### src/rtl/proc_pkg.sv
// Shared processor definitions: register-address width, the XZR register
// number, and the write-back entry record held by wb_queue.
package proc_pkg;

  localparam int REG_AW = 5;
  localparam logic [REG_AW-1:0] XZR = 5'd31;

  // Data field width of a stored entry; wb_queue DATA_W must not exceed it.
  localparam int XLEN = 64;

  typedef struct packed {
    logic [REG_AW-1:0] rw;
    logic [XLEN-1:0]   data;
  } wbEntry_t;

endpackage

### src/rtl/wb_queue_fwd.sv
// Forwarding lookup for wb_queue: searches the pending entries newest-first
// and returns the data of the newest entry whose destination matches.
// Only built when WB_QUEUE_FWD_EN is defined.
`ifdef WB_QUEUE_FWD_EN
module wb_queue_fwd
  import proc_pkg::*;
#(
  parameter int DEPTH  = 4,
  parameter int DATA_W = 64
) (
  input  logic [REG_AW-1:0] lookupRa,
  input  wbEntry_t          entries [DEPTH],  // index 0 is the newest entry
  input  logic [DEPTH-1:0]  valid,
  output logic              hit,
  output logic [DATA_W-1:0] data
);

  logic [DEPTH-1:0] match;

  genvar gi;
  generate
    for (gi = 0; gi < DEPTH; gi++) begin : gMatch
      assign match[gi] = valid[gi] && (entries[gi].rw == lookupRa) && (lookupRa != XZR);
    end
  endgenerate

  // Priority select: scanning oldest to newest so the newest match wins.
  always_comb begin
    hit  = 1'b0;
    data = '0;
    for (int k = DEPTH - 1; k >= 0; k--) begin
      if (match[k]) begin
        hit  = 1'b1;
        data = DATA_W'(entries[k].data);
      end
    end
  end

endmodule
`endif

### src/rtl/wb_queue.sv
// Write-back queue: circular FIFO of {RW, data} entries that drains into the
// register-file write port whenever that port is free. State updates on the
// falling edge of Clk, the same edge the register file writes on.
// Optional macro WB_QUEUE_FWD_EN adds two combinational forwarding lookups.
module wb_queue
  import proc_pkg::*;
#(
  parameter int DEPTH  = 4,
  parameter int DATA_W = 64
) (
  input  logic                    Clk,
  input  logic                    Rst_n,
  input  logic                    InValid,
  output logic                    InReady,
  input  logic [REG_AW-1:0]       InRW,
  input  logic [DATA_W-1:0]       InData,
  input  logic                    DrainEn,
  output logic                    RegWr,
  output logic [REG_AW-1:0]       RW,
  output logic [DATA_W-1:0]       BusW,
  output logic [$clog2(DEPTH):0]  Count
`ifdef WB_QUEUE_FWD_EN
  ,
  input  logic [REG_AW-1:0]       FwdRA,
  input  logic [REG_AW-1:0]       FwdRB,
  output logic                    FwdHitA,
  output logic                    FwdHitB,
  output logic [DATA_W-1:0]       FwdDataA,
  output logic [DATA_W-1:0]       FwdDataB
`endif
);

  localparam int PTR_W = $clog2(DEPTH);
  localparam int CNT_W = PTR_W + 1;

  wbEntry_t          entryMem [DEPTH];
  logic [PTR_W-1:0]  headReg;
  logic [PTR_W-1:0]  tailReg;
  logic [CNT_W-1:0]  countReg;
  logic [CNT_W-1:0]  countNext;

  logic notEmpty;
  logic doPush;
  logic doStore;
  logic doPop;

  // Handshake: a full queue refuses even if it pops this cycle. Writes to XZR
  // complete the handshake but are dropped.
  assign notEmpty = (countReg != '0);
  assign InReady  = (countReg != CNT_W'(DEPTH));
  assign doPush   = InValid && InReady;
  assign doStore  = doPush && (InRW != XZR);
  assign doPop    = DrainEn && notEmpty;

  assign RegWr = doPop;
  assign RW    = notEmpty ? entryMem[headReg].rw : XZR;
  assign BusW  = notEmpty ? DATA_W'(entryMem[headReg].data) : '0;
  assign Count = countReg;

  // Occupancy after this cycle's store/pop pair.
  always_comb begin
    countNext = countReg;
    case ({doStore, doPop})
      2'b10:   countNext = countReg + CNT_W'(1);
      2'b01:   countNext = countReg - CNT_W'(1);
      default: countNext = countReg;
    endcase
  end

  // Pointer and occupancy state; pointers wrap naturally as DEPTH is a power of two.
  always_ff @(negedge Clk) begin
    if (!Rst_n) begin
      headReg  <= '0;
      tailReg  <= '0;
      countReg <= '0;
    end else begin
      if (doStore) tailReg <= tailReg + PTR_W'(1);
      if (doPop)   headReg <= headReg + PTR_W'(1);
      countReg <= countNext;
    end
  end

  // Entry storage; contents are don't-care until written, so no reset.
  always_ff @(negedge Clk) begin
    if (doStore) begin
      entryMem[tailReg] <= '{rw: InRW, data: XLEN'(InData)};
    end
  end

`ifdef WB_QUEUE_FWD_EN
  // Entries re-ordered newest-first for the forwarding search.
  wbEntry_t         ageEntries [DEPTH];
  logic [DEPTH-1:0] ageValid;

  genvar gi;
  generate
    for (gi = 0; gi < DEPTH; gi++) begin : gAge
      assign ageEntries[gi] = entryMem[tailReg - PTR_W'(gi + 1)];
      assign ageValid[gi]   = (CNT_W'(gi) < countReg);
    end
  endgenerate

  wb_queue_fwd #(.DEPTH(DEPTH), .DATA_W(DATA_W)) fwdA (
    .lookupRa (FwdRA),
    .entries  (ageEntries),
    .valid    (ageValid),
    .hit      (FwdHitA),
    .data     (FwdDataA)
  );

  wb_queue_fwd #(.DEPTH(DEPTH), .DATA_W(DATA_W)) fwdB (
    .lookupRa (FwdRB),
    .entries  (ageEntries),
    .valid    (ageValid),
    .hit      (FwdHitB),
    .data     (FwdDataB)
  );
`endif

endmodule

### config.mk
export PLATFORM = sky130hd
export DESIGN_NAME = wb_queue
export DESIGN_NICKNAME = d
export VERILOG_FILES = /design/src/rtl/proc_pkg.sv /design/src/rtl/wb_queue_fwd.sv /design/src/rtl/wb_queue.sv
export SDC_FILE = /design/constraint.sdc
export NUM_CORES = 1
export LEC_CHECK = 0
export ABC_AREA = 0
export CAP_MARGIN = 10
export CORE_MARGIN = 3
export CORE_UTILIZATION = 55
export CTS_CLUSTER_DIAMETER = 30
export DETAILED_ROUTE_END_ITERATION = 7
export GPL_TIMING_DRIVEN = 0
export PLACE_DENSITY = 0.8
export SLEW_MARGIN = 20
export SYNTH_ARGS = -nofsm -noshare
export SYNTH_HDL_FRONTEND = slang
export SYNTH_SLANG_ARGS = --single-unit
### constraint.sdc
create_clock -name Clk -period 4.6 [get_ports Clk]
set_input_delay 0.92 -clock Clk [delete_from_list [all_inputs] [get_ports Clk]]
set_output_delay 0.92 -clock Clk [all_outputs]
set_load 0.05 [all_outputs]
==> results of run 1 <==
power groups by stage:
stage | Clock, mW | Combinational (mW) | Sequential, mW
after CTS | 4.65 | 4.78 | 3.24
final | 4.69 | 4.95 | 3.25
after global placement | 0.368 | 4.27 | 3.24
after floorplan | 0.368 | 3.12 | 3.26
after detailed placement | 0.368 | 4.33 | 3.25
after global routing | 5.08 | 5.13 | 3.26
cell usage in the layout, fill, tap and decap left out, types with 5 or more instances in the layout:
cell and instances:
buf_4 19, buf_6 62, buf_8 6, edfxtp_1 276, clkbuf_16 52, nand2_1 5
buf_16 5, buf_12 12, inv_1 297, nor2b_4 64, or2_4 5, inv_4 9
clkbuf_2 10, mux4_2 69, buf_2 9, dfxtp_1 5, bufinv_16 6, clkdlybuf4s50_1 65
nor2_1 6
timing repair:
action,CTS,global route
endpoints found under the setup margin,224,129
resized for setup,553,21
cloned,3,6
pin swaps,3,7
buffers inserted,6,9
layer usage:
metal / global-route usage, % / vias to the layer above / wire length [µm]
li1: - / 3030 / -
met1: 28.0 / 3470 / 10100
met2: 43.2 / 387 / 15600
met3: 8.64 / 50 / 2180
met4: 14.8 / 0 / 604
met5: 0 / - / 0
layout make-up:
type | instances | area (µm²)
repair buffers | 171 | 1920
plain buffers | 23 | 249
inverters | 8 | 32.5
fillers | 797 | 2550
clock buffers | 49 | 1230
well taps | 260 | 325
multi-input cells | 178 | 2840
clock inverters | 321 | 1470
flip-flops and latches | 285 | 8480
cell families after synthesis:
family	synth area share, %
DFF	77.7
and+or+nand+nor	4.85
muxes	14.4
buffers and inverters	1.50
AOI/OAI and AO/OA	0.379
adders and majority gates	0.758
xor gates and xnor gates	0.322
worst min path at each step:
stage,from,endpoint,slack [ns]
5_1_grt,tailReg[0],tailReg[0],0.55
2_1_floorplan,tailReg[1],tailReg[1],0.47
6_report,tailReg[1],tailReg[1],0.52
3_3_place_gp,tailReg[1],tailReg[1],0.48
4_1_cts,tailReg[0],tailReg[0],0.53
3_5_place_dp,tailReg[0],tailReg[0],0.52
worst max-delay path: cells and delay by family, from the launching register on:
family,cells,cell delay (ns)
and+or+nand+nor,1,0.15
muxes,1,0.51
buffers and inverters,5,0.66
DFF,1,0.33
stage by stage:
step                utilization, %  power (mW)  cell area (µm²)
finish                        86.7        12.9            16500
global placement              69.3        7.89            13200
global route                  86.7        13.5            16500
detailed placement            69.8        7.95            13300
CTS                           85.7        12.7            16400
floorplan                        -        6.75            11400
flip-flops by register name, summed over array words and instances, names as in the netlist, named ones only:
name and flops:
entryMem 276, Count 3, headReg 2, tailReg 2
==> qor.yml, run 1 <==
cts_sinks: 285
syn-num-nets: 571
routedWlPerCell_um: 22.0
die_x_um: 147
yosys_warnings: 0
synthArstFlopShare_pct: 0
swShare_pct: 38.7
yosys.area.top_type: "edfxtp_1"
antenna_found_initial: 0
nets: 1078
relSlewSlack_pct: 58.3
path_clk_slew_ns: 0.03
start_util_pct: 57.1
final.setup.tns_ns: -55.41
critPathMaxFanout: 6
placement.io_buffers: 146
p_switching_mw: 4.98
final.setup.worst_slack_ns: -0.877
hold_ws_ns: 0.522
endpoint_kind: "output pin"
die_h_um: 147
cpMostUsedCell: "buf_12"
syn_inst: 492
yosysTopAreaCellShare_pct: 76.1
core_area_um2: 19100
rsz0062_at_grt: "yes"
vdd_drop_max_uv: 624
gp_congestion: 0.736
tritoncts: "done"
drtPass1Iterations: 5
dp_slack_ns: -1.17
hpwl_um: 12800
intPower_mw: 7.90
violations: "negative setup slack"
area_growth_pct: 51.8
slowest_delay_ns: 0.51
synth_area_um2: 10900
htree_num_levels: 2
grt_pass1_wl_um: 41900
synth.most_common_cell: "edfxtp_1"
status: "finished, violations left"
critical_path_class: "reg -> out"
cp-start-kind: "register"
ios: 147
cts_made_buffers: 47
track_usage_pct: 25.5
overflow: 0
synth-main-ff-cell: "edfxtp_1"
rr_startpoint: "Count[1]"
hp-class: "reg -> reg"
grt_max_degree: 40
path_cells: "buf_8 -> buf_12 -> buf_12 -> buf_12 -> mux4_2 -> nor2b_4 -> buf_6"
tightestPinTransition_ns: 0.626
synth-edff-count: 276
finalHoldViolCount: 0
maxCapViolations: 0
layout-drive-gt1-share_pct: 35.3
cts_hold_buf: 0
r2r-end: "Count[2]"
post-route-drc-count: 0
reg2regPathDepth: 10
ant_nets: 0
drt_wl_total_um: 28500
maxSlewViolCount: 0
crit_required_ns: 3.68
synthTopCellsByArea: "edfxtp_1 (76%), mux4_2 (14%), nor2b_1 (3.7%), dfxtp_1 (1.7%), ha_1 (0.57%)"
p_leak_nw: 7.01
r2r_setup_slack_ns: 2.17
num_rows: 50
cts-root-buf: "clkbuf_16"
vias: 6937
synth.avg_cell_area_um2: 22.1
antenna_cells: 0
finalSetupViolCount: 71
synth_cell_types: 27
p_seq_share_pct: 25.2
dp.cells: 902
dieArea_um2: 21500
fin_cells: 1295
synth_commonest_cells: "edfxtp_1 (276), mux4_2 (69), nor2b_1 (64)"
cpMaxStageDelayCell: "mux4_2"
crit_end: "BusW[56]"
clkPwrFrac_pct: 36.4
vias_per_cell: 5.36
clk_latency_ns: 0.62
p_per_area_nw_per_um2: 779
ys_seq_area_share_pct: 77.7
whs_path_depth: 2
drt_iter0_drc: 416
ys_seq_elements: 285
cp.arrival_ns: 4.56
clock_skew_ns: 0.0527
grt_pass1_vias: 8300
p_comb_share_pct: 38.4
clockBufferDepth: 3
Power figures use the tool's default switching activity.
==> run 2, diff against run 1 <==
Settings changed: CELL_PAD_IN_SITES_DETAIL_PLACEMENT set to 1, CELL_PAD_IN_SITES_GLOBAL_PLACEMENT set to 1, CORE_UTILIZATION 55 to 51, CTS_CLUSTER_SIZE set to 10, PLACE_DENSITY 0.8 to 0.91.
==> run 2 against run 1 <==
Effect of this change:
- the run now fails in 4_1_cts
- synthesized cell count unchanged
- area after synthesis unchanged
==> qor.yml, run 2 <==
cts_hold_buf: 0  # unchanged
hpwl_um: 16500  # +29%
synth-main-ff-cell: "edfxtp_1"
clockBufferDepth: 3  # unchanged
yosys_warnings: 0  # unchanged
cts_made_buffers: 52  # +11%
syn-num-nets: 571  # unchanged
synth_area_um2: 10900  # unchanged
syn_inst: 492  # unchanged
cts_resized: 514  # -7.1%
synth_xor_area_share_pct: 0.322  # unchanged
placement.io_buffers: 146  # unchanged
gp_congestion: 0.747  # +1.5%
die_h_um: 152  # +3.7%
synthArstFlopShare_pct: 0  # unchanged
cts-root-buf: "clkbuf_16"
status: "aborted with a tool error"
lastStage: "4_1_cts"
ios: 147  # unchanged
synthTopCellsByArea: "edfxtp_1 (76%), mux4_2 (14%), nor2b_1 (3.7%), dfxtp_1 (1.7%), ha_1 (0.57%)"
cts_sinks: 285  # unchanged
synth.most_common_cell: "edfxtp_1"
synth_fa_ha_area_share_pct: 0.758  # unchanged
synth_top_family_by_area: "multiplexers"
tool.error: "[ERROR DPL-0033] detailed placement checks failed during check placement."
synthMuxAreaShare_pct: 14.4  # unchanged
synth.avg_cell_area_um2: 22.1  # unchanged
ys_seq_area_share_pct: 77.7  # unchanged
start_util_pct: 52.8  # -4.3 points
die_x_um: 152  # +3.7%
synth_commonest_cells: "edfxtp_1 (276), mux4_2 (69), nor2b_1 (64)"
num_rows: 52  # +4.0%
synth_compound_area_share_pct: 0.379  # unchanged
ys_seq_elements: 285  # unchanged
post_cts_buffers: 10  # +4
synth-edff-count: 276  # unchanged
yosysTopAreaCellShare_pct: 76.1  # unchanged
htree_num_levels: 2  # unchanged
synth-simple-area-share_pct: 4.85  # unchanged
yosys.area.top_type: "edfxtp_1"
synth_cell_types: 27  # unchanged
[run 2: cells by family after synthesis]
group | count (synthesis)
flops | 285
simple gates | 88
mux | 71
buf+inv | 32
compound gates | 6
fa+ha+maj | 6
xor+xnor | 4
[run 2: stage by stage]
step	utilization, %	instance area [µm²]	setup WS [ns]	cells
3_3_place_gp	64.2	13200	-1.41	908
2_1_floorplan	-	11400	-0.205	492
3_5_place_dp	64.7	13300	-1.47	912
==> run 3, diff against run 2 <==
Settings changed: CELL_PAD_IN_SITES_DETAIL_PLACEMENT 1 to unset, CELL_PAD_IN_SITES_GLOBAL_PLACEMENT 1 to unset, CORE_UTILIZATION 51 to 40, CTS_CLUSTER_DIAMETER 30 to unset, CTS_CLUSTER_SIZE 10 to unset, PLACE_DENSITY 0.91 to unset, PLACE_DENSITY_LB_ADDON set to 0.15.
==> run 3 against run 2 <==
Effect of this change:
- the flow now finishes, with violations (negative setup slack)
==> qor.yml, run 3 (synthesis gave the netlist of run 1 again) <==
grt_pass1_vias: 7674
largest_reg_flops: 276
routedWlPerCell_um: 18.0
layout_common_cells: "inv_1 (296), edfxtp_1 (276), mux4_2 (69)"
clockBufferDepth: 3  # unchanged
fillCellCount: 2018
r2r_setup_slack_ns: 2.14
hold_ws_ns: 0.526
utilization_pct: 61.4
finalPower_mw: 11.8
p_leak_nw: 6.76
slowest_delay_ns: 0.49
p_per_area_nw_per_um2: 727
post-route-drc-count: 0
antenna_cells: 0
nets: 1062
area_growth_pct: 48.9
status: "finished, violations left"
worstSetupPathDepth: 6
crit_end: "BusW[45]"
endpoint_kind: "output pin"
path_delay_family: "buffers and inverters"
cts-root-buf: "clkbuf_16"
ios: 147  # unchanged
tightestPinTransition_ns: 0.561
dpl_cell_area_um2: 13400  # +0.72%
overflow: 0
finalHoldViolCount: 0
finalInstanceArea_um2: 16200
drt_iter0_drc: 299
finalSetupViolCount: 71
clk_latency_ns: 0.60
maxSlewViolCount: 0
regMostFlops: "entryMem"
path_clk_slew_ns: 0.03
antenna_found_initial: 1
cts_hold_buf: 0  # unchanged
core_area_um2: 26400
layout.area.seq_um2: 8480
clock_skew_ns: 0.0192
layout-drive-gt1-share_pct: 33.6
gp_congestion: 0.696  # -6.9%
r2r-end: "Count[2]"
dieArea_um2: 29200
maxCapViolations: 0
rsz0062_at_grt: "yes"
drt_wl_total_um: 24200
crit_required_ns: 3.68
final_common_cell: "inv_1"
placement.io_buffers: 146  # unchanged
relSlewSlack_pct: 62.6
die_h_um: 171  # +12%
cp-start-kind: "register"
hpwl_um: 13000  # -21%
die_x_um: 171  # +12%
cts_made_buffers: 31  # -40%
ant_nets: 0
rr_startpoint: "Count[2]"
multi_input_area_um2: 2840
num_rows: 59  # +13%
cp.arrival_ns: 4.45
final.setup.worst_slack_ns: -0.767
critPathMaxFanout: 7
hp-class: "reg -> reg"
start_util_pct: 41.2  # -12 points
violations: "negative setup slack"
whs_path_depth: 2
min_from: "tailReg[1]"
cts_sinks: 285  # unchanged
vias_per_cell: 4.83
tritoncts: "done"
vdd_drop_max_uv: 482
reg2regPathDepth: 10
track_usage_pct: 16.5
cpMaxStageDelayCell: "mux4_2"
grt_max_degree: 41
cpMostUsedCell: "buf_12"
drtPass1Iterations: 4
htree_num_levels: 1  # -1
crit_buf_inv: 4
grt_pass1_wl_um: 37300
critical_path_class: "reg -> out"
path_cells: "buf_12 -> buf_12 -> clkbuf_16 -> mux4_2 -> nor2b_4 -> buf_6"
vias: 6484
run 3: worst min-delay path by stage:
| stage | endpoint |
|---|---|
| final | tailReg[1] |
| after global routing | tailReg[1] |
| after CTS | headReg[1] |
| after detailed placement | register |
| after global placement | tailReg[1] |
| after floorplan | tailReg[1] |
run 3: layout make-up:
type,instances,area share (%)
sequential,285,52.3
inverter,8,0.185
multi-input combinational,178,17.5
timing repair buffer,172,12.3
clock inverter,311,8.66
clock buffer,31,4.78
buffer,22,1.70
tap,335,2.58
run 3: metal layers:
layer  global-route usage, %  part of all wire (%)  vias to the layer above
li1                        -                     -                     2985
met1                    18.4                    40                     3262
met2                    27.2                    52                      196
met3                    6.93                   6.0                       39
met4                    8.19                   2.1                        2
met5                       0                 0.041                        -
run 3: timing repair:
item | in CTS | in global routing
pin swaps | 3 | 7
resized for setup | 583 | 29
endpoints found under the setup margin | 230 | 123
gates cloned | 6 | 4
setup buffers | 11 | 7
run 3: report_power, final:
| group | total [mW] | internal, mW | leakage, nW | switching (mW) |
|---|---|---|---|---|
| combinational | 4.98 | 2.20 | 2.09 | 2.78 |
| clock | 3.58 | 2.00 | 2.06 | 1.58 |
| sequential | 3.23 | 3.15 | 2.61 | 0.0791 |
run 3: stage by stage:
stage	instances	setup slack (ns)	TNS [ns]
2_1_floorplan	492	-0.205	-58.42
3_3_place_gp	973	-1.55	-502.61
3_5_place_dp	977	-1.50	-244.64
4_1_cts	1335	-0.831	-53.79
5_1_grt	1342	-0.837	-54.79
6_report	1342	-0.767	-49.74
run 3: worst reg2reg max path, stage by stage (launching register included):
cell and delay [ns]:
dfxtp_4 0.39, or3b_4 0.41, buf_4 0.15, o211a_4 0.19, inv_2 0.08, ha_4 0.13, inv_2 0.04, fa_2 0.35
xor2_1 0.18, or3_1 0.33, a21oi_2 0.13
==> run 4, diff against run 3 <==
Settings changed: SETUP_SLACK_MARGIN set to 0.1.
==> run 4 against run 3 <==
Effect of this change:
- the run still ends with negative setup slack left
- largest power group unchanged
- combinational power is 9.0% lower
- cell area is 2.8% lower
- sequential cell count unchanged
- worst setup slack got worse by 0.023 ns
- worst hold slack lost 0.023 ns
- power is 5.4% lower
- global-route usage rose by 0.37 points
- clock-buffer cell count is the same
- clock power is 5% lower
- via count fell by 0.74%
- core utilization down 1.7 points
==> qor.yml, run 4 (synthesis gave the netlist of run 1 again) <==
htree_num_levels: 1  # unchanged
vias: 6436  # -0.74%
hpwl_um: 13300  # +3.0%
start_util_pct: 41.2  # unchanged
drt_iter0_drc: 330  # +10%
clockBufferDepth: 3  # unchanged
tightestPinTransition_ns: 0.737  # +0.175 ns
path_clk_slew_ns: 0.03  # about the same
tritoncts: "done"
placement.io_buffers: 146  # unchanged
track_usage_pct: 16.8  # +0.37 points
cts_made_buffers: 31  # unchanged
critical_path_class: "reg -> out"
dieArea_um2: 29200  # unchanged
clock_skew_ns: 0.0159  # -0.00321 ns
regMostFlops: "entryMem"
final_common_cell: "inv_1"
layout-drive-gt1-share_pct: 33.1  # -0.50 points
finalHoldViolCount: 0  # unchanged
critPathMaxFanout: 7  # unchanged
cp-start-kind: "register"
grt_max_degree: 36  # -12%
cts_sinks: 285  # unchanged
drtPass1Iterations: 4  # unchanged
gp_congestion: 0.735  # +5.7%
violations: "negative setup slack"
post-route-drc-count: 0  # unchanged
vdd_drop_max_uv: 398  # -17%
nets: 1062  # unchanged
die_x_um: 171  # unchanged
area_growth_pct: 44.8
p_leak_nw: 6.64  # -1.7%
rsz0062_at_grt: "yes"
overflow: 0  # unchanged
maxSlewViolCount: 0  # unchanged
endpoint_kind: "output pin"
num_rows: 59  # unchanged
vias_per_cell: 4.79  # -0.81%
grt_pass1_wl_um: 37800  # +1.3%
routedWlPerCell_um: 17.9  # -0.77%
dp.cells: 978  # +0.10%
crit_required_ns: 3.68  # about the same
final.setup.tns_ns: -51.10  # -1.36 ns
final.setup.worst_slack_ns: -0.790  # -0.0227 ns
cts_hold_buf: 0  # unchanged
ios: 147  # unchanged
largest_reg_flops: 276  # unchanged
relSlewSlack_pct: 50.9  # -12 points
finalSetupViolCount: 71  # unchanged
cp.arrival_ns: 4.47  # +0.02 ns
core_area_um2: 26400  # unchanged
layout_common_cells: "inv_1 (300), edfxtp_1 (276), mux4_2 (69)"
die_h_um: 171  # unchanged
ant_nets: 0  # unchanged
maxCapViolations: 0  # unchanged
dp_slack_ns: -1.37  # +0.126 ns
cts-root-buf: "clkbuf_16"
antenna_found_initial: 1  # unchanged
hp-class: "reg -> reg"
status: "finished, violations left"
drt_wl_total_um: 24000  # -0.69%
fin_cells: 1343  # +0.075%
finalPower_mw: 11.2  # -5.4%
clk_latency_ns: 0.60  # about the same
p_per_area_nw_per_um2: 708  # -2.7%
utilization_pct: 59.7  # -1.7 points
grt_pass1_vias: 7671  # -0.039%
run 4: cell types whose count changed in the layout (fill, tap and decap cells not counted), moves of 4 or more:
cell / change
buf_2: +38
buf_6: -31
buf_16: -5
clkbuf_4: +4
inv_1: +4
run 4: area by class of cell:
class,count,area [µm²]
clock inverter,311,1320
inverter,8,30.0
tap,335,419
fill,2036,10700
timing repair buffer,171,1640
multi-input combinational,178,2830
clock buffer,31,776
buffer,23,275
antenna,1,2.50
sequential,285,8480
run 4: worst max-delay path, cell delays in order (launching register included):
cell     delay [ns]
dfxtp_2        0.33
buf_12         0.15
buf_8          0.12
buf_16         0.11
mux4_2         0.48
or2_4          0.25
buf_8          0.15
run 4: per-layer routing:
| metal | wire length, µm | vias up | global-route usage (%) | part of all wire [%] |
|---|---|---|---|---|
| li1 | - | 2979 | - | - |
| met2 | 13000 | 168 | 28.4 | 54 |
| met4 | 399 | 0 | 8.85 | 1.7 |
| met5 | 0 | - | 0 | 0 |
| met3 | 1160 | 28 | 5.73 | 4.8 |
| met1 | 9490 | 3261 | 19.0 | 39 |
run 4: worst paths after layout:
path / from / to / slack, ns / cells past startpoint
setup / recovery: register / RW[3] / -0.79 / 6
hold / removal: tailReg[1] / tailReg[1] / 0.50 / 2
setup reg to reg: Count[2] / Count[2] / 2.32 / 9
hold reg to reg: tailReg[1] / tailReg[1] / 0.50 / 2
run 4: repair_timing:
item / CTS / global route
setup buffers: 8 / 9
pin swaps: 6 / 4
gates resized for setup: 478 / 19
gates cloned: 5 / 1
endpoints found under the setup margin: 274 / 74
run 4: report_power, final:
| group | total, mW | switching, mW | internal, mW |
|---|---|---|---|
| combinational | 4.53 | 2.69 | 1.84 |
| sequential | 3.23 | 0.0819 | 3.15 |
| clock | 3.39 | 1.57 | 1.83 |
| total | 11.2 | 4.34 | 6.82 |
run 4: stage by stage:
stage,hold slack (ns),area (µm²)
after floorplan,0.468,11500
after CTS,0.505,15600
after detailed placement,0.501,13500
after global routing,0.541,15800
after global placement,0.475,13400
final,0.503,15800
